**config.mk**
```make
export PLATFORM = sky130hd
export DESIGN_NAME = regfile_wport_arbiter
export DESIGN_NICKNAME = d
export VERILOG_FILES = /design/src/rtl/regfile_wport_arbiter.sv
export SDC_FILE = /design/constraint.sdc
export NUM_CORES = 1
export LEC_CHECK = 0
export ABC_AREA = 1
export ABC_CLOCK_PERIOD_IN_PS = 6000
export CAP_MARGIN = 10
export CORE_ASPECT_RATIO = 1.1
export CORE_MARGIN = 8
export CORE_UTILIZATION = 25
export DETAILED_ROUTE_END_ITERATION = 10
export SLEW_MARGIN = 15
export SYNTH_ARGS = -nofsm -noshare
export SYNTH_HDL_FRONTEND = slang
export SYNTH_SLANG_ARGS = --single-unit
export TNS_END_PERCENT = 100
```
**constraint.sdc**
```tcl
create_clock -name clk -period 6 [get_ports clk]
set_input_delay 1.5 -clock clk [delete_from_list [all_inputs] [get_ports clk]]
set_output_delay 1.5 -clock clk [all_outputs]
set_load 0.01 [all_outputs]
```
**src/rtl/regfile_wport_arbiter.sv**
```systemverilog
// Write-port arbiter between the WB stage and the MDU result FIFO, with a
// scoreboard of registers that still have an MDU result outstanding.
module regfile_wport_arbiter #(
   parameter int FIFO_DEPTH = 2,
   parameter int STARVE_MAX = 4
) (
   input  logic        clk,
   input  logic        rst,
   input  logic        wb_valid,
   input  logic [4:0]  wb_wn,
   input  logic [31:0] wb_wd,
   output logic        wb_hold,
   input  logic        mdu_valid,
   input  logic [4:0]  mdu_wn,
   input  logic [31:0] mdu_wd,
   output logic        mdu_ready,
   input  logic        issue_valid,
   input  logic [4:0]  issue_wn,
   output logic        issue_ok,
   input  logic [4:0]  rn1,
   input  logic [4:0]  rn2,
   output logic        stall,
   output logic        regWrite,
   output logic [4:0]  wn,
   output logic [31:0] wd,
   output logic        err
);

   localparam int AW = (FIFO_DEPTH > 1) ? $clog2(FIFO_DEPTH) : 1;
   localparam int SW = (STARVE_MAX > 0) ? $clog2(STARVE_MAX + 1) : 1;

   logic [31:0]   pending;
   logic [31:0]   pending_nxt;
   logic [4:0]    fifo_wn [FIFO_DEPTH];
   logic [31:0]   fifo_wd [FIFO_DEPTH];
   logic [AW-1:0] rd_ptr;
   logic [AW-1:0] wr_ptr;
   logic [AW:0]   count;
   logic [SW-1:0] starve_cnt;
   logic [SW-1:0] starve_nxt;
   logic          fifo_empty;
   logic          push;
   logic          pop;
   logic          wb_grant;
   logic          issue_set;
   logic [4:0]    head_wn;
   logic [31:0]   head_wd;

   // Port grant: a pending forced drain beats WB, WB beats a normal drain.
   // Nothing is written while rst is high.
   always_comb begin
      fifo_empty = (count == '0);
      mdu_ready  = (count < (AW+1)'(FIFO_DEPTH));
      push       = mdu_valid && mdu_ready;
      head_wn    = fifo_wn[rd_ptr];
      head_wd    = fifo_wd[rd_ptr];
      wb_grant   = 1'b0;
      pop        = 1'b0;
      if (!rst) begin
         if (wb_hold)
            pop = !fifo_empty;
         else if (wb_valid && (wb_wn != 5'd0))
            wb_grant = 1'b1;
         else
            pop = !fifo_empty;
      end
      regWrite = wb_grant | pop;
      wn       = wb_grant ? wb_wn : head_wn;
      wd       = wb_grant ? wb_wd : head_wd;
   end

   // Scoreboard lookups use the current state, so a same-cycle clear never
   // makes a register look free to a new issue.
   always_comb begin
      issue_ok    = !pending[issue_wn];
      issue_set   = issue_valid && issue_ok && (issue_wn != 5'd0);
      stall       = pending[rn1] | pending[rn2];
      pending_nxt = pending;
      if (pop)
         pending_nxt[head_wn] = 1'b0;
      if (issue_set)
         pending_nxt[issue_wn] = 1'b1;
      pending_nxt[0] = 1'b0;
   end

   always_comb begin
      starve_nxt = starve_cnt;
      if (pop || fifo_empty)
         starve_nxt = '0;
      else if (wb_grant)
         starve_nxt = starve_cnt + 1'b1;
   end

   // Control state; wb_hold is flopped from the next counter value so it is
   // high exactly in the cycle the counter sits at STARVE_MAX.
   always_ff @(posedge clk) begin
      if (rst) begin
         pending    <= '0;
         rd_ptr     <= '0;
         wr_ptr     <= '0;
         count      <= '0;
         starve_cnt <= '0;
         wb_hold    <= 1'b0;
         err        <= 1'b0;
      end else begin
         pending    <= pending_nxt;
         starve_cnt <= starve_nxt;
         wb_hold    <= (starve_nxt == SW'(STARVE_MAX));
         if (push)
            wr_ptr <= wr_ptr + 1'b1;
         if (pop)
            rd_ptr <= rd_ptr + 1'b1;
         if (push && !pop)
            count <= count + 1'b1;
         else if (pop && !push)
            count <= count - 1'b1;
         if (wb_grant && pending[wb_wn])
            err <= 1'b1;
      end
   end

   always_ff @(posedge clk) begin
      if (!rst && push) begin
         fifo_wn[wr_ptr] <= mdu_wn;
         fifo_wd[wr_ptr] <= mdu_wd;
      end
   end

endmodule

```
; After elaboration in Yosys (flattened, before gate mapping)
; Memory sizes are Yosys's and may differ from the RTL's. A register that Yosys moved wholly into a read port is not among the register bits.
; Index checks and enable logic that the tools add are counted.
[word_totals]
reg_bits = 41
ram_bits = 74
inputBits = 94
out_inout_bits = 43
wordCells = 81
mem_count = 2
[mem_list]
columns = memory, depth, width, rd, rd_ports_with_merged_regs, write_ports, line
row1 = fifo_wd, 2, 32, 1, 1, 1, 35  ; logic [31:0] fifo_wd [FIFO_DEPTH];
row2 = fifo_wn, 2, 5, 1, 1, 1, 34  ; logic [4:0] fifo_wn [FIFO_DEPTH];
[op_classes]
n_addsub = 5
n_lt_le_gt_ge = 8
eq_ne = 1
n_mux = 32
n_bitwise = 5
reduce_logical = 20
[ops]
columns = op, n
row1 = $mux 32, 3
row2 = $and 32x32->32, 1
row3 = $not 32->32, 1
row4 = $or 32x32->32, 1
row5 = $lt 5x6->1 const B, 5
row6 = $bmux 1 s5, 4
row7 = $mux 1, 18
row8 = $demux 1 s5, 2
row9 = $ge 5x1->1 const B, 2
row10 = $logic_and 1x1->1, 10
row11 = $reduce_bool 5->1, 2
row12 = $mux 3, 2
row13 = $logic_not 1->1, 5
row14 = $mux 5, 1
row15 = $mux 2, 2
row16 = $add 3x1->3 const B, 1
row17 = $eq 3x3->1 const B, 1
row18 = $add 1x1->1 const B, 2
row19 = $add 2x1->2 const B, 1
row20 = $logic_not 2->1, 1
row21 = $lt 2x2->1 const B, 1
row22 = $or 1x1->1, 2
row23 = $reduce_bool 2->1, 1
row24 = $sub 2x1->2 const B, 1
row25 = $logic_or 1x1->1, 1

; Logic depth before layout (Yosys ltp)
[depth]
ltp_word = 9
ltp_mapped = 15
mapped_depth_nobuf = 12

; Least setup slack after synthesis
; OpenSTA, ideal clock, no wires.
[synth_timing]
path_kind = in2reg
start = input rst
end = memory fifo_wd[1][0], enable pin
setup_time_ns = 0.477
arrival_time_ns = 4.291
required_ns = 5.523
slack_ns = 1.232
stages = 2
n_path_buf = 1
path_cell_list = clkbuf_1 > nor3_1
[synth_between]
elab_chain_cells = 4
[synth_lines]
columns = element, line
row1 = start: declaration, 8  ; input logic rst,
row2 = $logic_not 1->1, 123  ; if (!rst && push) begin
row3 = $logic_and 1x1->1, 123
row4 = $mux 1, 123
row5 = $mux 1 (implied by the code), 125  ; fifo_wd[wr_ptr] <= mdu_wd;
row6 = end: declaration, 35
; Every way passes these cells.

; Worst setup path in the final report
[layout_timing]
start = input rn1[0]
end = output stall
[layout_between]
elab_chain_cells = 3
[layout_lines]
columns = element, line
row1 = start: declaration, 20  ; input logic [4:0] rn1,
row2 = $bmux 1 s5, 77  ; stall = pending[rn1] | pending[rn2];
row3 = $mux 1 (implied by the code), 77
row4 = $or 1x1->1, 77
row5 = end: declaration, 22  ; output logic stall,
; Every way passes these cells. The select of a mux whose other input is x is not followed.

==> flow_summary.ini <==
[run_status]
status = finished, final reports clean

[sta]
min_period_over_period = 0.9227
setup_viol = 0
hold_viol_final = 0
fin_tns_setup_ps = 0
max_freq_mhz = 180.6
finalClockSkew_ps = 6.672
max-slew-margin-rel = 0.4620
worst_pin_slew_ps = 798.6
rsz0062_at_grt = no
min_period_ps = 5536
finalMaxSlewViolations = 0

[cts]
cts_max_level = 4
postCtsSetupBuffers = 0
cts_tree = done
cts_buffers = 17
clk_pin_slew_ps = 50
clock_latency_ps = 410
hold_buffers = 0
cts_resized = 0
cts-root-buf = clkbuf_16
cts_buffer_depth = 2
clock_sinks = 115

[floorplan]
die_w_um = 166.9
start_util = 0.2550
num_rows = 60
die_h_um = 182.0
ioPinCount = 137
core_mm2 = 0.02455
die-area_mm2 = 0.03037

[worst_hold_path]
hold_class = reg -> reg
worstHoldStart = wr_ptr
hold_depth = 2
worst_hold_path.endpoint = wr_ptr

[place]
hpwl_mm = 14.44
io_buffers = 136
dpl-instance-area_mm2 = 0.007939
place_congestion = 0.8808

[setup_path]
r2r_end = pending[17]
worstSetupPathType = in -> out
cp-start-kind = input port
r2r_slack_ps = 3800
required_ps = 4500
critPathMaxFanout = 19
rr_worst_depth = 6
cp-end-kind = output pin
critPathArrivalTime_ps = 4040

[routing]
drt_pass1_iterations = 5
routed_wl_mm = 19.66
avgRoutedWirePerCell_um = 15.24
wirelength_met1_mm = 8.726
top_layer = met5
drtIter0Drc = 551
via_count = 6191
vias_per_cell = 4.799
met2WireLength_mm = 8.282
route.met3.wl_mm = 2.099
ant_nets = 0
drc = 0

[global_route]
grt-ovfl-total = 0
grt_pass1_vias = 5872
antenna_found_initial = 2
grt_max_degree = 54
grt_pass1_wl_mm = 30.86
grtUsageTotal = 0.1276

[finish]
antenna_cells = 0
final_common_cell = nand2_1
nets = 1064
drive_above_1_share = 0.04898
syn2layout_area_growth_pct = 36.33
final_cell_mix = nand2_1, o21ai_0, clkdlybuf4s50_1, inv_1, edfxtp_1
nFillCells = 2523
final_cell_area_mm2 = 0.008536

[power_and_ir_drop]
power_leakage_nw = 3.202
fin_total_pwr_w = 0.002337
irDropWorstVdd_mv = 0.1501
p_per_area_mw_per_mm2 = 273.8

[synth]
syn_avg_cell_area_um2 = 7.454
syn_nets = 936
synth_warnings = 0
ys_seq_elements = 115
synth_seq_area_share = 0.4860
syn-cell-area_mm2 = 0.006261
synth_cells = 840
yosysUniqueCellTypes = 29

[job]
maxCapViolCount = 0
layer usage:
layer | up-vias | track usage
li1 | 3065 | -
met1 | 2811 | 0.1602
met2 | 270 | 0.1940
met3 | 41 | 0.04881
met4 | 4 | 0.05085
met5 | - | 0
worst max-delay path: stages:
cell and delay, ps:
clkdlybuf4s50_1 750, clkinv_1 490, o21ai_0 280, o21ai_0 120
o211ai_1 200, nand3_1 90, nand2_1 70, nand2_1 50
clkdlybuf4s50_1 470
per-stage QoR:
step,util,hold slack (ps),cells,setup slack [ps]
final,0.3477,462.8,1290,463.8
after global routing,0.3477,501.0,1290,227.9
after CTS,0.3477,466.8,1290,510.8
after detailed placement,0.3234,458.5,1259,518.0
after global placement,0.3234,454.1,1259,560.0
after floorplan,-,443.9,840,1232
cell type report:
class / count / area, um2 / area share
Sequential cell: 115 / 3044 / 0.3566
Clock inverter: 12 / 163.9 / 0.01920
Multi-Input combinational cell: 586 / 2661 / 0.3118
Tap cell: 310 / 387.9 / 0.04544
Inverter: 99 / 374.1 / 0.04383
Clock buffer: 19 / 432.9 / 0.05072
Timing Repair Buffer: 149 / 1471 / 0.1724
power breakdown:
group	internal [W]	switching [W]
Combinational	0.000182	0.000228
Sequential	0.000886	0.0000201
Clock	0.000685	0.000337
Total	0.00175	0.000585
state kept, by name (all words and copies together), names as in the netlist, named ones only:
name / flops
fifo_wd: 64
err: 1
rd_ptr: 1
starve_cnt: 3
count: 2
wb_hold: 1
fifo_wn: 10
wr_ptr: 1
pending: 31
cells in the mapped netlist:
library cell,count,area (um2)
buf_1,1,3.750
o21ai_0,145,725.7
nand4_1,3,18.77
nand3b_1,1,7.510
nand2_1,220,825.8
inv_2,1,3.750
buf_6,5,56.30
nor2_4,1,11.26
nor2_2,1,6.260
dfxtp_1,41,820.8
nand3_1,65,325.3
nor3_1,10,50.05
o21ai_1,1,5.000
o211ai_1,5,37.54
or2_2,1,6.260
clkinv_1,2,7.510
inv_4,1,6.260
a21oi_1,66,330.3
nor2_1,58,217.7
buf_2,9,45.04
inv_1,95,356.6
buf_4,1,7.510
o22ai_1,2,12.51
a31oi_1,2,12.51
ha_1,2,25.02
o221ai_1,2,17.52
nand2_2,1,6.260
edfxtp_1,74,2222
clkbuf_1,24,90.09
cells by family (layout without fill, tap and decap cells):
family	count (synthesis)	in the layout	synth area share
buffers and inverters	139	279	0.09213
AND/OR/NAND/NOR	361	361	0.2356
adder cells (fa/ha/maj)	2	2	0.003996
flip-flops	115	115	0.4860
AO/OA/AOI/OAI	223	223	0.1823
worst max path at each step:
stage | start | endpoint | depth (start not counted)
after floorplan | rst | fifo_wd[1][0] | 2
after global placement | rn1[0] | stall | 10
after detailed placement | rn1[0] | stall | 9
after CTS | rn1[0] | stall | 9
after global routing | rn1[0] | stall | 10
final | rn1[0] | stall | 9
Note: power is estimated with default switching activity, not from simulation.
